### src/rtl/bcd_digit_counter_bank_pkg.sv
// Shared constants and BCD arithmetic helper for the digit counter bank.
// Latency: n/a (package only).
// Backpressure: n/a (package only).
package bcd_digit_counter_bank_pkg;

  // Default number of digits in the bank.
  localparam int DIGITS_DEF = 6;

  // Width of one BCD digit.
  localparam int BCD_W = 4;

  typedef logic [BCD_W-1:0] bcd_t;

  // Largest legal digit value, and the radix used when a digit wraps.
  localparam bcd_t             BCD_MAX   = 4'd9;
  localparam logic [BCD_W:0]   BCD_RADIX = 5'd10;

  // Result of adding 0..2 to one digit: new value plus carry out.
  typedef struct packed {
    bcd_t val;
    logic carry;
  } bcd_sum_t;

  // Adds inc (0, 1 or 2) to digit d modulo 10 and flags a carry when the sum
  // reaches 10. A digit that is somehow outside 0..9 is pulled back to 0 and
  // produces no carry, so a corrupted digit self-heals on its next add.
  function automatic bcd_sum_t bcd_add(input bcd_t d, input logic [1:0] inc);
    bcd_sum_t        r;
    logic [BCD_W:0]  s;
    r.val   = '0;
    r.carry = 1'b0;
    s       = {1'b0, d} + {{(BCD_W-1){1'b0}}, inc};
    if (d > BCD_MAX) begin
      r.val = '0;
    end else if (s > {1'b0, BCD_MAX}) begin
      s       = s - BCD_RADIX;
      r.val   = s[BCD_W-1:0];
      r.carry = 1'b1;
    end else begin
      r.val = s[BCD_W-1:0];
    end
    return r;
  endfunction

endpackage

### src/rtl/bcd_digit_counter_bank_digit.sv
// One BCD digit: adds its trigger and incoming carry, registers value and carry out.
// Latency: value and carry update on the edge where an add is requested.
// Backpressure: none; every add request is applied on the edge it is presented.
module bcd_digit
  import bcd_digit_counter_bank_pkg::*;
(
  input  logic clk,
  input  logic reset,
  input  logic add1,
  input  logic add2,
  output bcd_t value,
  output logic carry
);

  logic [1:0] inc;
  bcd_sum_t   nxt;

  // Trigger add and carry add may land on the same edge; both count.
  assign inc = {1'b0, add1} + {1'b0, add2};
  assign nxt = bcd_add(value, inc);

  // Digit register; carry is a one-cycle pulse that lives only after a wrap.
  always_ff @(posedge clk or posedge reset) begin
    if (reset) begin
      value <= '0;
      carry <= 1'b0;
    end else if (inc != 2'd0) begin
      value <= nxt.val;
      carry <= nxt.carry;
    end else begin
      carry <= 1'b0;
    end
  end

endmodule

### src/rtl/bcd_digit_counter_bank.sv
// Bank of BCD digit counters with ripple carry, display latch and sticky overflow.
// Latency: carry ripples one digit per cycle (DIGITS cycles worst case); display latches on ref_clk.
// Backpressure: none; upstream spaces ref_clk after inc_clk, busy is informational only.
module bcd_digit_counter_bank
  import bcd_digit_counter_bank_pkg::*;
#(
  parameter int DIGITS = DIGITS_DEF
)
(
  input  logic                     clk,
  input  logic                     reset,
  input  logic [DIGITS-1:0]        trigger,
  input  logic                     inc_clk,
  input  logic                     ref_clk,
  output logic [BCD_W*DIGITS-1:0]  digits_out,
  output logic                     ref_valid,
  output logic                     busy,
  output logic                     overflow
);

  // Working count, digit i at [4i+3:4i], and the per-digit carry pipeline.
  logic [BCD_W*DIGITS-1:0] cnt;
  logic [DIGITS-1:0]       carry;

  for (genvar i = 0; i < DIGITS; i++) begin : g_digit
    logic add1;
    logic add2;

    // Trigger is only looked at on an increment strobe.
    assign add1 = inc_clk & trigger[i];

    // Digit 0 has no carry source; the top digit's carry feeds overflow only.
    if (i == 0) begin : g_lsd
      assign add2 = 1'b0;
    end else begin : g_upper
      assign add2 = carry[i-1];
    end

    bcd_digit u_digit (
      .clk   (clk),
      .reset (reset),
      .add1  (add1),
      .add2  (add2),
      .value (cnt[BCD_W*i +: BCD_W]),
      .carry (carry[i])
    );
  end

  // Carry bits are already flops, so their OR is a clean registered busy.
  assign busy = |carry;

  // Display latch: captures the pre-edge count on refresh, pulses ref_valid after.
  always_ff @(posedge clk or posedge reset) begin
    if (reset) begin
      digits_out <= '0;
      ref_valid  <= 1'b0;
    end else begin
      ref_valid <= ref_clk;
      if (ref_clk) begin
        digits_out <= cnt;
      end
    end
  end

  // Sticky overflow: a carry out of the top digit is dropped and remembered here.
  always_ff @(posedge clk or posedge reset) begin
    if (reset) begin
      overflow <= 1'b0;
    end else if (carry[DIGITS-1]) begin
      overflow <= 1'b1;
    end
  end

endmodule

### config.mk
export PLATFORM = sky130hd
export DESIGN_NAME = bcd_digit_counter_bank
export DESIGN_NICKNAME = d
export VERILOG_FILES = /design/src/rtl/bcd_digit_counter_bank_pkg.sv /design/src/rtl/bcd_digit_counter_bank_digit.sv /design/src/rtl/bcd_digit_counter_bank.sv
export SDC_FILE = /design/constraint.sdc
export NUM_CORES = 1
export LEC_CHECK = 0
export ABC_AREA = 1
export CORE_MARGIN = 2
export CORE_UTILIZATION = 61
export DETAILED_ROUTE_END_ITERATION = 6
export PLACE_DENSITY = 0.85
export SLEW_MARGIN = 20
export SYNTH_ARGS = -nofsm -noshare
export SYNTH_HDL_FRONTEND = slang
export SYNTH_SLANG_ARGS = --single-unit
### constraint.sdc
create_clock -name clk -period 5.14 [get_ports clk]
set_clock_uncertainty 0.05 [all_clocks]
set_input_delay 1.028 -clock clk [delete_from_list [all_inputs] [get_ports clk]]
set_output_delay 1.028 -clock clk [all_outputs]
set_load 0.02 [all_outputs]
==> impl_metrics.tcl <==
set metrics [dict create \
    fin_setup_tns_ns 0 \
    grt_pass1_vias 2826 \
    postRouteAntennaNets 0 \
    ios 37 \
    run_status "completed" \
    worst_pin_slew_ns 0.653 \
    globalRouteOverflowTotal 0 \
    drt-initial-drc-count 180 \
    hp-start "overflow" \
    postCtsSetupRepairBufs 0 \
    cp.required_ns 5.30 \
    htree_levels 2 \
    area_growth_syn_to_layout_pct 15.5 \
    hold_depth 1 \
    yosysSeqAreaShare_pct 40.7 \
    syn-num-nets 473 \
    synth.distinct_cells 29 \
    clock_path_buffers 2 \
    layout_common_cells "nand2_1, inv_1, dfrtp_1, nand3_1, clkdlybuf4s50_1" \
    num_antenna_cells 0 \
    hp-class "reg2reg" \
    clock_tree.root_cell "clkbuf_8" \
    wl_per_cell_um 13.0 \
    synth_cells 430 \
    antenna_found_initial 0 \
    start_util_pct 62.9 \
    die_h_um 79.1 \
    crit-reg2reg-launch "g_digit[0].u_digit.carry" \
    dr_total_vias 2880 \
    min_to "overflow" \
    nFillCells 439 \
    placedCellCount 535 \
    layout-drive-gt1-share_pct 10.6 \
    dr.pass1.iters 4 \
    die_x_um 79.1 \
    avgViaCountPerCell 5.30 \
    clk_latency_ns 0.31 \
    layout.cells.non_filler 543 \
    path_clk_slew_ns 0.10 \
    placementRows 27 \
    core_um2 5470 \
    drcViolationCount 0 \
    reg2reg_to "g_digit[1].u_digit.value[1]" \
    routed_wl_mm 7.04 \
    post-route-util_pct 72.7 \
    min_period_ns 3.64 \
    reg2reg_setup_slack_ns 2.57 \
    grt_usage_pct 24.8 \
    maxCapViolCount 0 \
    drv_slew 0 \
    dieArea_um2 6260 \
    ff2ff_path_depth 16 \
    grt_max_degree 44 \
    dp_hpwl_mm 5.38 \
    design_area_um2 3980 \
    layout_commonest_cell "nand2_1" \
    port_buffers 36 \
    place.gp.congestion 0.946 \
    nNetsFinal 513 \
    peakVddDrop_mv 0.255 \
    avgSynthCellArea_um2 8.01 \
    ys_ff_latch 56 \
    fmax_ghz 0.274 \
    arrival_ns 3.80 \
    power_density_nw_per_um2 468 \
    cp_max_fo 6 \
    postPlaceCellArea_um2 3890 \
    end_kind "flop" \
    clkSinkCount 56 \
    crit_type "in2reg" \
    p_leak_nw 2.15 \
    relSlewSlack_pct 56.3 \
    cts_made_buffers 5 \
    startpoint_type "input port" \
    setup_viol 0 \
    ctsHoldBuffers 0 \
    tritoncts "done" \
    hold_viol_final 0 \
    syn_area_um2 3440 \
    ys.warnings.count 0 \
    finalCritPeriodShare_pct 70.9 \
    grt_pass1_wl_mm 12.4 \
    cts_resized 0 \
    setup.worst_path.start "inc_clk" \
    rsz0062_at_grt "false" \
]
## worst max-delay path, cell delays in order
cell	delay, ns
clkdlybuf4s50_1	0.63
nand2_1	0.13
ha_1	0.30
ha_1	0.19
inv_1	0.06
fa_1	0.40
inv_1	0.12
nand2_1	0.08
nand2_1	0.10
ha_1	0.21
nand2_1	0.07
nand2_1	0.08
inv_1	0.04
nand2_1	0.12
nand3_1	0.09
nand3_1	0.09
nand2_1	0.05
## how the worst max path moves through the flow
stage,endpoint,slack (ns),depth (start not counted)
4_1_cts,g_digit[1].u_digit.value[1],1.50,17
3_3_place_gp,g_digit[1].u_digit.value[1],1.28,17
5_1_grt,g_digit[1].u_digit.value[1],1.33,17
2_1_floorplan,g_digit[4].u_digit.value[3],2.18,16
3_5_place_dp,g_digit[1].u_digit.value[1],1.20,17
6_report,g_digit[1].u_digit.value[1],1.50,17
## synthesized netlist by cell type
cell	instances	area share [%]
nand2_1	105	11
inv_1	73	8.0
dfrtp_1	56	41
nand3_1	42	6.1
ha_1	28	10
nor2_1	26	2.8
a21oi_1	22	3.2
nand2_2	18	3.3
mux2_2	7	2.3
fa_1	5	2.9
inv_2	5	0.54
a21oi_2	4	1.0
a22o_1	4	1.0
a22oi_1	4	0.87
o211ai_1	4	0.87
o21ai_0	4	0.58
o21ai_1	4	0.58
buf_2	3	0.44
nor3_1	3	0.44
clkbuf_1	2	0.22
nand3b_1	2	0.44
nand4_1	2	0.36
a21oi_4	1	0.47
buf_4	1	0.22
nand3_2	1	0.29
nor2_2	1	0.18
nor4_1	1	0.18
or2_2	1	0.18
xor2_1	1	0.25
## logic make-up after synthesis
| kind of cell | Yosys count | share of synthesized area (%) |
|---|---|---|
| AOI/OAI and AO/OA | 47 | 8.61 |
| xor gates and xnor gates | 1 | 0.254 |
| adders and majority gates | 33 | 13.1 |
| buffers and inverters | 84 | 9.37 |
| DFF | 56 | 40.7 |
| muxes | 7 | 2.29 |
| and+or+nand+nor | 202 | 25.7 |
## sequential cells by signal, summed over array words and instances (netlist names)
name	cells
ref_valid	1
digits_out	24
g_digit.u_digit.carry	6
g_digit.u_digit.value	24
overflow	1
## through the flow
| step | hold WS, ns | total power, mW | worst slack (ns) |
|---|---|---|---|
| 2_1_floorplan | 0.387 | 1.32 | 2.18 |
| 3_3_place_gp | 0.404 | 1.57 | 1.28 |
| 3_5_place_dp | 0.410 | 1.61 | 1.20 |
| 4_1_cts | 0.432 | 1.87 | 1.50 |
| 5_1_grt | 0.476 | 2.02 | 1.33 |
| 6_report | 0.424 | 1.86 | 1.50 |
## area by class of cell
| cell class | instances | area (um2) | area share, % |
|---|---|---|---|
| multi-input combinational | 290 | 1720 | 43.2 |
| sequential | 56 | 1400 | 35.2 |
| timing repair buffer | 39 | 383 | 9.62 |
| inverter | 78 | 293 | 7.36 |
| tap | 72 | 90.1 | 2.26 |
| clock buffer | 6 | 82.6 | 2.07 |
| clock inverter | 2 | 10.0 | 0.251 |
## report_power, final
group	leakage, nW	internal (mW)	switching (mW)
logic	1.38	0.391	0.521
registers	0.718	0.576	0.124
clock network	0.0510	0.108	0.140
total	2.15	1.08	0.786
## layer usage
metal | up-vias | wire length [um] | track usage [%]
met5 | - | 0 | 0
met4 | 0 | 57 | 6.03
met3 | 7 | 321 | 5.57
met2 | 63 | 3400 | 42.2
met1 | 1365 | 3260 | 32.4
li1 | 1445 | - | -
No activity file was read; power rests on OpenSTA's default activity.
